===== src/rtl/sccb_target.sv =====
// sccb_target: SCCB responder (camera side of the control link).
// Oversamples scl/sda with ila_clk, decodes START/STOP and byte traffic,
// ACKs its own device ID, and serves an 8-bit register file for 3-phase
// writes and 2-phase-write + 2-phase-read sequences.
// Every committed data byte is reported on wr_stb/wr_addr/wr_data.
module sccb_target #(
    parameter logic [6:0] DEV_ID    = 7'h21,
    parameter int         REG_AW    = 8,
    parameter bit         DRIVE_ACK = 1'b1
) (
    input  logic       ila_clk,
    input  logic       n_rst,
    input  logic       scl_i,
    input  logic       sda_i,
    output logic       sda_oe,
    output logic       wr_stb,
    output logic [7:0] wr_addr,
    output logic [7:0] wr_data,
    output logic       busy
);

    localparam int DEPTH = 2 ** REG_AW;

    typedef enum logic [3:0] {
        S_IDLE,
        S_ID,
        S_ID_ACK,
        S_SUB,
        S_SUB_ACK,
        S_WDATA,
        S_WDATA_ACK,
        S_RDATA,
        S_RDATA_ACK,
        S_IGNORE
    } state_t;

    // ------------------------------------------------------------------
    // Input synchronisers and edge/condition detection
    // ------------------------------------------------------------------
    logic [1:0] scl_sync;
    logic [1:0] sda_sync;
    logic       scl_d;
    logic       sda_d;
    logic       scl_s;
    logic       sda_s;

    // Two-flop synchronisers plus one delayed copy; reset to the idle bus level
    // so that leaving reset on a quiet bus never looks like a START or STOP.
    always_ff @(posedge ila_clk) begin
        // NOTE: sequential state uses non-blocking assignments so every flop
        // samples the pre-edge value of its inputs, independent of statement order.
        if (!n_rst) begin
            scl_sync <= 2'b11;
            sda_sync <= 2'b11;
            scl_d    <= 1'b1;
            sda_d    <= 1'b1;
        end else begin
            scl_sync <= {scl_sync[0], scl_i};
            sda_sync <= {sda_sync[0], sda_i};
            scl_d    <= scl_sync[1];
            sda_d    <= sda_sync[1];
        end
    end

    assign scl_s = scl_sync[1];
    assign sda_s = sda_sync[1];

    logic scl_rise;
    logic scl_fall;
    logic start_cond;
    logic stop_cond;

    assign scl_rise   =  scl_s & ~scl_d;
    assign scl_fall   = ~scl_s &  scl_d;
    assign start_cond =  scl_s &  scl_d &  sda_d & ~sda_s;
    assign stop_cond  =  scl_s &  scl_d & ~sda_d &  sda_s;

    // ------------------------------------------------------------------
    // Protocol state and register file
    // ------------------------------------------------------------------
    state_t              state,     state_n;
    logic [2:0]          bit_cnt,   bit_cnt_n;
    logic [6:0]          shift,     shift_n;
    logic [7:0]          rd_shift,  rd_shift_n;
    logic                rw,        rw_n;
    logic                ack_phase, ack_phase_n;
    logic [REG_AW-1:0]   sub_ptr,   sub_ptr_n;
    logic                sda_oe_n;
    logic                busy_n;
    logic                wr_stb_n;
    logic [7:0]          wr_addr_n;
    logic [7:0]          wr_data_n;
    logic                mem_we;

    logic [7:0]          mem [DEPTH];
    logic [7:0]          rx_byte;
    logic [7:0]          reg_rd;

    // Byte completed by the current scl rise (valid when bit_cnt == 7).
    assign rx_byte = {shift, sda_s};
    assign reg_rd  = mem[sub_ptr];

    // State register and all registered outputs.
    always_ff @(posedge ila_clk) begin
        if (!n_rst) begin
            state     <= S_IDLE;
            bit_cnt   <= '0;
            shift     <= '0;
            rd_shift  <= '0;
            rw        <= 1'b0;
            ack_phase <= 1'b0;
            sub_ptr   <= '0;
            sda_oe    <= 1'b0;
            busy      <= 1'b0;
            wr_stb    <= 1'b0;
            wr_addr   <= '0;
            wr_data   <= '0;
        end else begin
            state     <= state_n;
            bit_cnt   <= bit_cnt_n;
            shift     <= shift_n;
            rd_shift  <= rd_shift_n;
            rw        <= rw_n;
            ack_phase <= ack_phase_n;
            sub_ptr   <= sub_ptr_n;
            sda_oe    <= sda_oe_n;
            busy      <= busy_n;
            wr_stb    <= wr_stb_n;
            wr_addr   <= wr_addr_n;
            wr_data   <= wr_data_n;
        end
    end

    // Register file: cleared by reset, written by a completed WDATA byte.
    always_ff @(posedge ila_clk) begin
        // NOTE: the register file has a defined reset value, so it is cleared
        // entry by entry here; this keeps it in flops rather than block RAM.
        if (!n_rst) begin
            for (int i = 0; i < DEPTH; i++) begin
                mem[i] <= '0;
            end
        end else if (mem_we) begin
            mem[sub_ptr] <= rx_byte;
        end
    end

    // Next-state and next-output logic; START/STOP override bit handling.
    always_comb begin
        // NOTE: every signal assigned here gets a default first, so no path
        // through the case statement can leave one unassigned and infer a latch.
        state_n     = state;
        bit_cnt_n   = bit_cnt;
        shift_n     = shift;
        rd_shift_n  = rd_shift;
        rw_n        = rw;
        ack_phase_n = ack_phase;
        sub_ptr_n   = sub_ptr;
        sda_oe_n    = sda_oe;
        busy_n      = busy;
        wr_stb_n    = 1'b0;
        wr_addr_n   = wr_addr;
        wr_data_n   = wr_data;
        mem_we      = 1'b0;

        if (start_cond) begin
            // Also covers repeated START: any partial byte is dropped.
            state_n     = S_ID;
            bit_cnt_n   = '0;
            ack_phase_n = 1'b0;
            sda_oe_n    = 1'b0;
            busy_n      = 1'b1;
        end else if (stop_cond) begin
            state_n     = S_IDLE;
            bit_cnt_n   = '0;
            ack_phase_n = 1'b0;
            sda_oe_n    = 1'b0;
            busy_n      = 1'b0;
        end else begin
            case (state)
                S_IDLE: begin
                    sda_oe_n = 1'b0;
                end

                S_ID, S_SUB, S_WDATA: begin
                    if (scl_rise) begin
                        shift_n   = rx_byte[6:0];
                        bit_cnt_n = bit_cnt + 3'd1;
                        if (bit_cnt == 3'd7) begin
                            ack_phase_n = 1'b0;
                            if (state == S_ID) begin
                                if (rx_byte[7:1] == DEV_ID) begin
                                    state_n = S_ID_ACK;
                                    rw_n    = rx_byte[0];
                                end else begin
                                    state_n = S_IGNORE;
                                    busy_n  = 1'b0;
                                end
                            end else if (state == S_SUB) begin
                                state_n   = S_SUB_ACK;
                                sub_ptr_n = rx_byte[REG_AW-1:0];
                            end else begin
                                state_n   = S_WDATA_ACK;
                                mem_we    = 1'b1;
                                wr_stb_n  = 1'b1;
                                wr_addr_n = 8'(sub_ptr);
                                wr_data_n = rx_byte;
                            end
                        end
                    end
                end

                S_ID_ACK, S_SUB_ACK, S_WDATA_ACK: begin
                    // First fall opens the 9th bit, second fall closes it.
                    if (scl_fall) begin
                        if (!ack_phase) begin
                            ack_phase_n = 1'b1;
                            sda_oe_n    = DRIVE_ACK;
                        end else begin
                            ack_phase_n = 1'b0;
                            bit_cnt_n   = '0;
                            if (state == S_ID_ACK && rw) begin
                                state_n    = S_RDATA;
                                sda_oe_n   = ~reg_rd[7];
                                rd_shift_n = {reg_rd[6:0], 1'b0};
                            end else if (state == S_ID_ACK) begin
                                state_n  = S_SUB;
                                sda_oe_n = 1'b0;
                            end else begin
                                state_n  = S_WDATA;
                                sda_oe_n = 1'b0;
                            end
                        end
                    end
                end

                S_RDATA: begin
                    // Bit 7 went out on entry; each fall ends one bit.
                    if (scl_fall) begin
                        if (bit_cnt == 3'd7) begin
                            state_n     = S_RDATA_ACK;
                            bit_cnt_n   = '0;
                            ack_phase_n = 1'b0;
                            sda_oe_n    = 1'b0;
                        end else begin
                            bit_cnt_n  = bit_cnt + 3'd1;
                            sda_oe_n   = ~rd_shift[7];
                            rd_shift_n = {rd_shift[6:0], 1'b0};
                        end
                    end
                end

                S_RDATA_ACK: begin
                    // Master ACK re-arms the same register on the closing fall.
                    if (scl_rise) begin
                        if (sda_s) begin
                            state_n = S_IGNORE;
                        end else begin
                            ack_phase_n = 1'b1;
                        end
                    end else if (scl_fall && ack_phase) begin
                        state_n     = S_RDATA;
                        ack_phase_n = 1'b0;
                        bit_cnt_n   = '0;
                        sda_oe_n    = ~reg_rd[7];
                        rd_shift_n  = {reg_rd[6:0], 1'b0};
                    end
                end

                S_IGNORE: begin
                    sda_oe_n = 1'b0;
                end

                default: begin
                    state_n  = S_IDLE;
                    sda_oe_n = 1'b0;
                    busy_n   = 1'b0;
                end
            endcase
        end
    end

endmodule


===== config.mk =====
export PLATFORM = sky130hd
export DESIGN_NAME = sccb_target
export DESIGN_NICKNAME = d
export VERILOG_FILES = /design/src/rtl/sccb_target.sv
export SDC_FILE = /design/constraint.sdc
export NUM_CORES = 2
export LEC_CHECK = 0
export ABC_AREA = 1
export CORE_ASPECT_RATIO = 1.1
export CORE_MARGIN = 2
export CORE_UTILIZATION = 65
export DETAILED_ROUTE_END_ITERATION = 8
export HOLD_SLACK_MARGIN = 0.02
export PLACE_DENSITY_LB_ADDON = 0.2
export SLEW_MARGIN = 30
export SYNTH_ARGS = -nofsm -noshare
export SYNTH_HDL_FRONTEND = slang
export SYNTH_SLANG_ARGS = --single-unit

===== constraint.sdc =====
create_clock -name ila_clk -period 6.1 [get_ports ila_clk]
set_clock_uncertainty 0.1 [all_clocks]
set_input_delay 0.915 -clock ila_clk [delete_from_list [all_inputs] [get_ports ila_clk]]
set_output_delay 0.915 -clock ila_clk [all_outputs]
set_load 0.01 [all_outputs]

==> impl_metrics.csv <==
group,metric,value,unit
clock_tree,cts_resized,0,
finish,nNetsFinal,9321,
clock_tree,clkLatencyLatePin,860,ps
critical_path,cp_cell_sequence,"buf_4 -> buf_4 -> nand2_1 -> nand3_1 -> nand3_1 -> nand3_1 -> nand3_1 -> nand3_1 -> nand3_1 -> nand2_1 -> nand2_1 -> nand3_1 -> nand2_1 -> a21oi_1",
yosys,syn_area,94600,µm²
detailed_routing,drt-met1-wl,94.2,mm
place,hpwl,153,mm
global_route,overflow,0,
timing,slew_headroom,0.311,
place,port_buffers,22,
detailed_routing,drc,0,
critical_path,critical_path.max_fanout,88,
timing,fin_crit,4050,ps
timing,setup_violations,0,
die,initial_utilization,0.656,
yosys,synth_nets,9746,
detailed_routing,drt_wl_total,267,mm
die,die_x,368,µm
timing,rsz0062_at_grt,"false",
clock_tree,post_cts_buffers,0,
die,coreArea,144000,µm²
detailed_routing,wl_per_cell,23.4,µm
timing,period_share,0.664,
yosys,syn_inst,9740,
global_route,grt_pass1_vias,68279,
critical_path,required,6790,ps
detailed_routing,drt-pass1-iter-count,9,
clock_tree,cts_buffers,199,
die,dieArea,149000,µm²
critical_path,cpPeakStageDelay,800,ps
clock_tree,cts_hold_buf,0,
critical_path,path_class,"flip-flop to flip-flop",
place,placed_area,95600,µm²
power_and_ir_drop,p_per_area,295,nW/µm²
clock_tree,clkTransAtPathRegs,60,ps
yosys,yosysWarnings,0,
clock_tree,htreeDepth,4,
clock_tree,cts_tree,"built",
detailed_routing,wl_met3,34.8,mm
global_route,grt_first_pass_wirelength,400,mm
critical_path,critPathSlowestCell,"buf_4",
run_status,outcome,"finished, final reports clean",
die,fp-row-count,146,
critical_path,end_kind,"flip-flop",
yosys,netlist_top_cells_area,"edfxtp_1 65%, nor2_1 9.2%, nand3_1 9.0%, nand2_1 8.8%, clkbuf_1 2.4%",
detailed_routing,dr_wl_met2,123,mm
hold_path,hp-class,"flip-flop to flip-flop",
flow_run,max_cap_viol_count,0,
die,pin_count,23,
place,gp_congestion,0.950,
critical_path,start_kind,"flip-flop",
global_route,grt_usage,0.357,
yosys,seq_area_frac_synth,0.664,
timing,hold_viol,0,
clock_tree,cts_root_buffer,"clkbuf_16",
critical_path,r2r_setup_slack,2050,ps
detailed_routing,top_layer,"met5",
detailed_routing,ant_nets,0,
critical_path,critPathBufInv,2,
detailed_routing,first_iter_violations,12124,
finish,drive_above_1_share,0.0493,
timing,worst_pin_slew,1030,ps
power_and_ir_drop,worst_ir_drop_vdd,0.348,mV
timing,fin_setup_tns,0,ps
finish,final_area,102000,µm²
critical_path,cp_common_cell,"nand3_1",
detailed_routing,vias_per_cell,6.34,
critical_path,path_delay_family,"simple AND/OR/NAND/NOR gates",
detailed_routing,routed-via-count,72316,
die,dieHeight,404,µm
yosys,avgSynthCellArea,9.71,µm²
power_and_ir_drop,total_power,30100,µW
yosys,ys_ff_latch,2112,
timing,final_max_slew_viol_count,0,
yosys,yosys.area.top_type,"edfxtp_1",
power_and_ir_drop,leakage,0.0353,µW
finish,final.fill_count,10404,
finish,area_growth,7.84,%
timing,clock.fmax,0.247,GHz
yosys,synth.top_cell.area_share,0.650,
critical_path,arrival,4740,ps
global_route,grt_max_degree,243,
clock_tree,clock_path_buffers,3,
yosys,ys_types,30,
clock_tree,cts_sinks,2112,
global_route,grt_antenna_before_repair,7,
registers in the layout (all words and copies together) (netlist names), named ones only:
name       cells
sda_sync       2
sda_d          1
busy           1
sub_ptr        8
state          4
scl_d          1
wr_stb         1
rw             1
bit_cnt        3
scl_sync       2
ack_phase      1
rd_shift       7
wr_data        8
sda_oe         1
shift          7
wr_addr        8
mem         2048
cell families (layout without fill, tap and decap cells):
group / Yosys count / after routing / share of synthesized area
simple gates: 6321 / 6321 / 0.275
other cells: 0 / 3 / 0
fa+ha+maj: 2 / 2 / 0.000264
buf+inv: 840 / 580 / 0.0344
compound gates: 465 / 465 / 0.0262
flops: 2112 / 2112 / 0.664
cell usage after synthesis (all sizes together):
master   instances
nor2          2332
nand2         2261
edfxtp        2048
nand3         1698
clkbuf         598
o21ai          275
buf            149
o22ai          103
inv             91
a21oi           77
dfxtp           64
nor3            17
nand4            6
a211oi           4
or2              4
a31oi            3
clkinv           2
ha               2
nor3b            2
a2111oi          1
nor4             1
o211ai           1
o311ai           1
metrics by stage:
stage	std cells	hold WS, ps	util	worst slack, ps
3_3_place_gp	11032	315	0.662	1940
2_1_floorplan	9740	293	-	3360
4_1_cts	11401	327	0.706	2250
5_1_grt	11405	343	0.707	1920
3_5_place_dp	11035	313	0.662	2030
6_report	11407	330	0.707	2050
placed cells by master (no fill, tap or decap), drive strengths merged, types with 2 or more instances in the layout:
| master | Yosys | final |
|---|---|---|
| ha | 2 | 2 |
| a21oi | 77 | 77 |
| or2 | 4 | 4 |
| dfxtp | 64 | 64 |
| bufinv | 0 | 18 |
| clkdlybuf4s50 | 0 | 21 |
| clkinvlp | 0 | 4 |
| nand2 | 2261 | 2261 |
| diode | 0 | 3 |
| nor3b | 2 | 2 |
| nand4 | 6 | 6 |
| inv | 91 | 101 |
| buf | 149 | 100 |
| o21ai | 275 | 275 |
| a31oi | 3 | 3 |
| clkbuf | 598 | 243 |
| nor2 | 2332 | 2332 |
| nor3 | 17 | 17 |
| o22ai | 103 | 103 |
| nand3 | 1698 | 1698 |
| edfxtp | 2048 | 2048 |
| a211oi | 4 | 4 |
| clkinv | 2 | 93 |
power breakdown:
group,switching (µW),internal (µW),total [µW]
logic,873,244,1120
clock network,5390,6860,12300
registers,217,16500,16700
cell type report:
type,instances,area [µm²],area share
flip-flops and latches,2112,62800,0.616
inverters,93,434,0.00426
well taps,1924,2410,0.0236
clock inverters,123,1090,0.0107
multi-input cells,6788,28700,0.281
diodes,3,7.51,0.0000736
clock buffers,243,5250,0.0515
repair buffers,121,1330,0.0130
metal layers:
layer / GRT usage / vias up
li1: - / 32258
met1: 0.477 / 34006
met2: 0.559 / 5188
met3: 0.0738 / 858
met4: 0.184 / 6
met5: 0 / -
final timing paths:
check,cells past startpoint,end,startpoint
setup / recovery,14,rd_shift[5],flip-flop
hold / removal,1,sda_sync[1],sda_sync[0]
hold reg to reg,1,sda_sync[1],sda_sync[0]
setup reg to reg,14,rd_shift[5],flip-flop
Note: power is estimated with default switching activity, not from simulation.
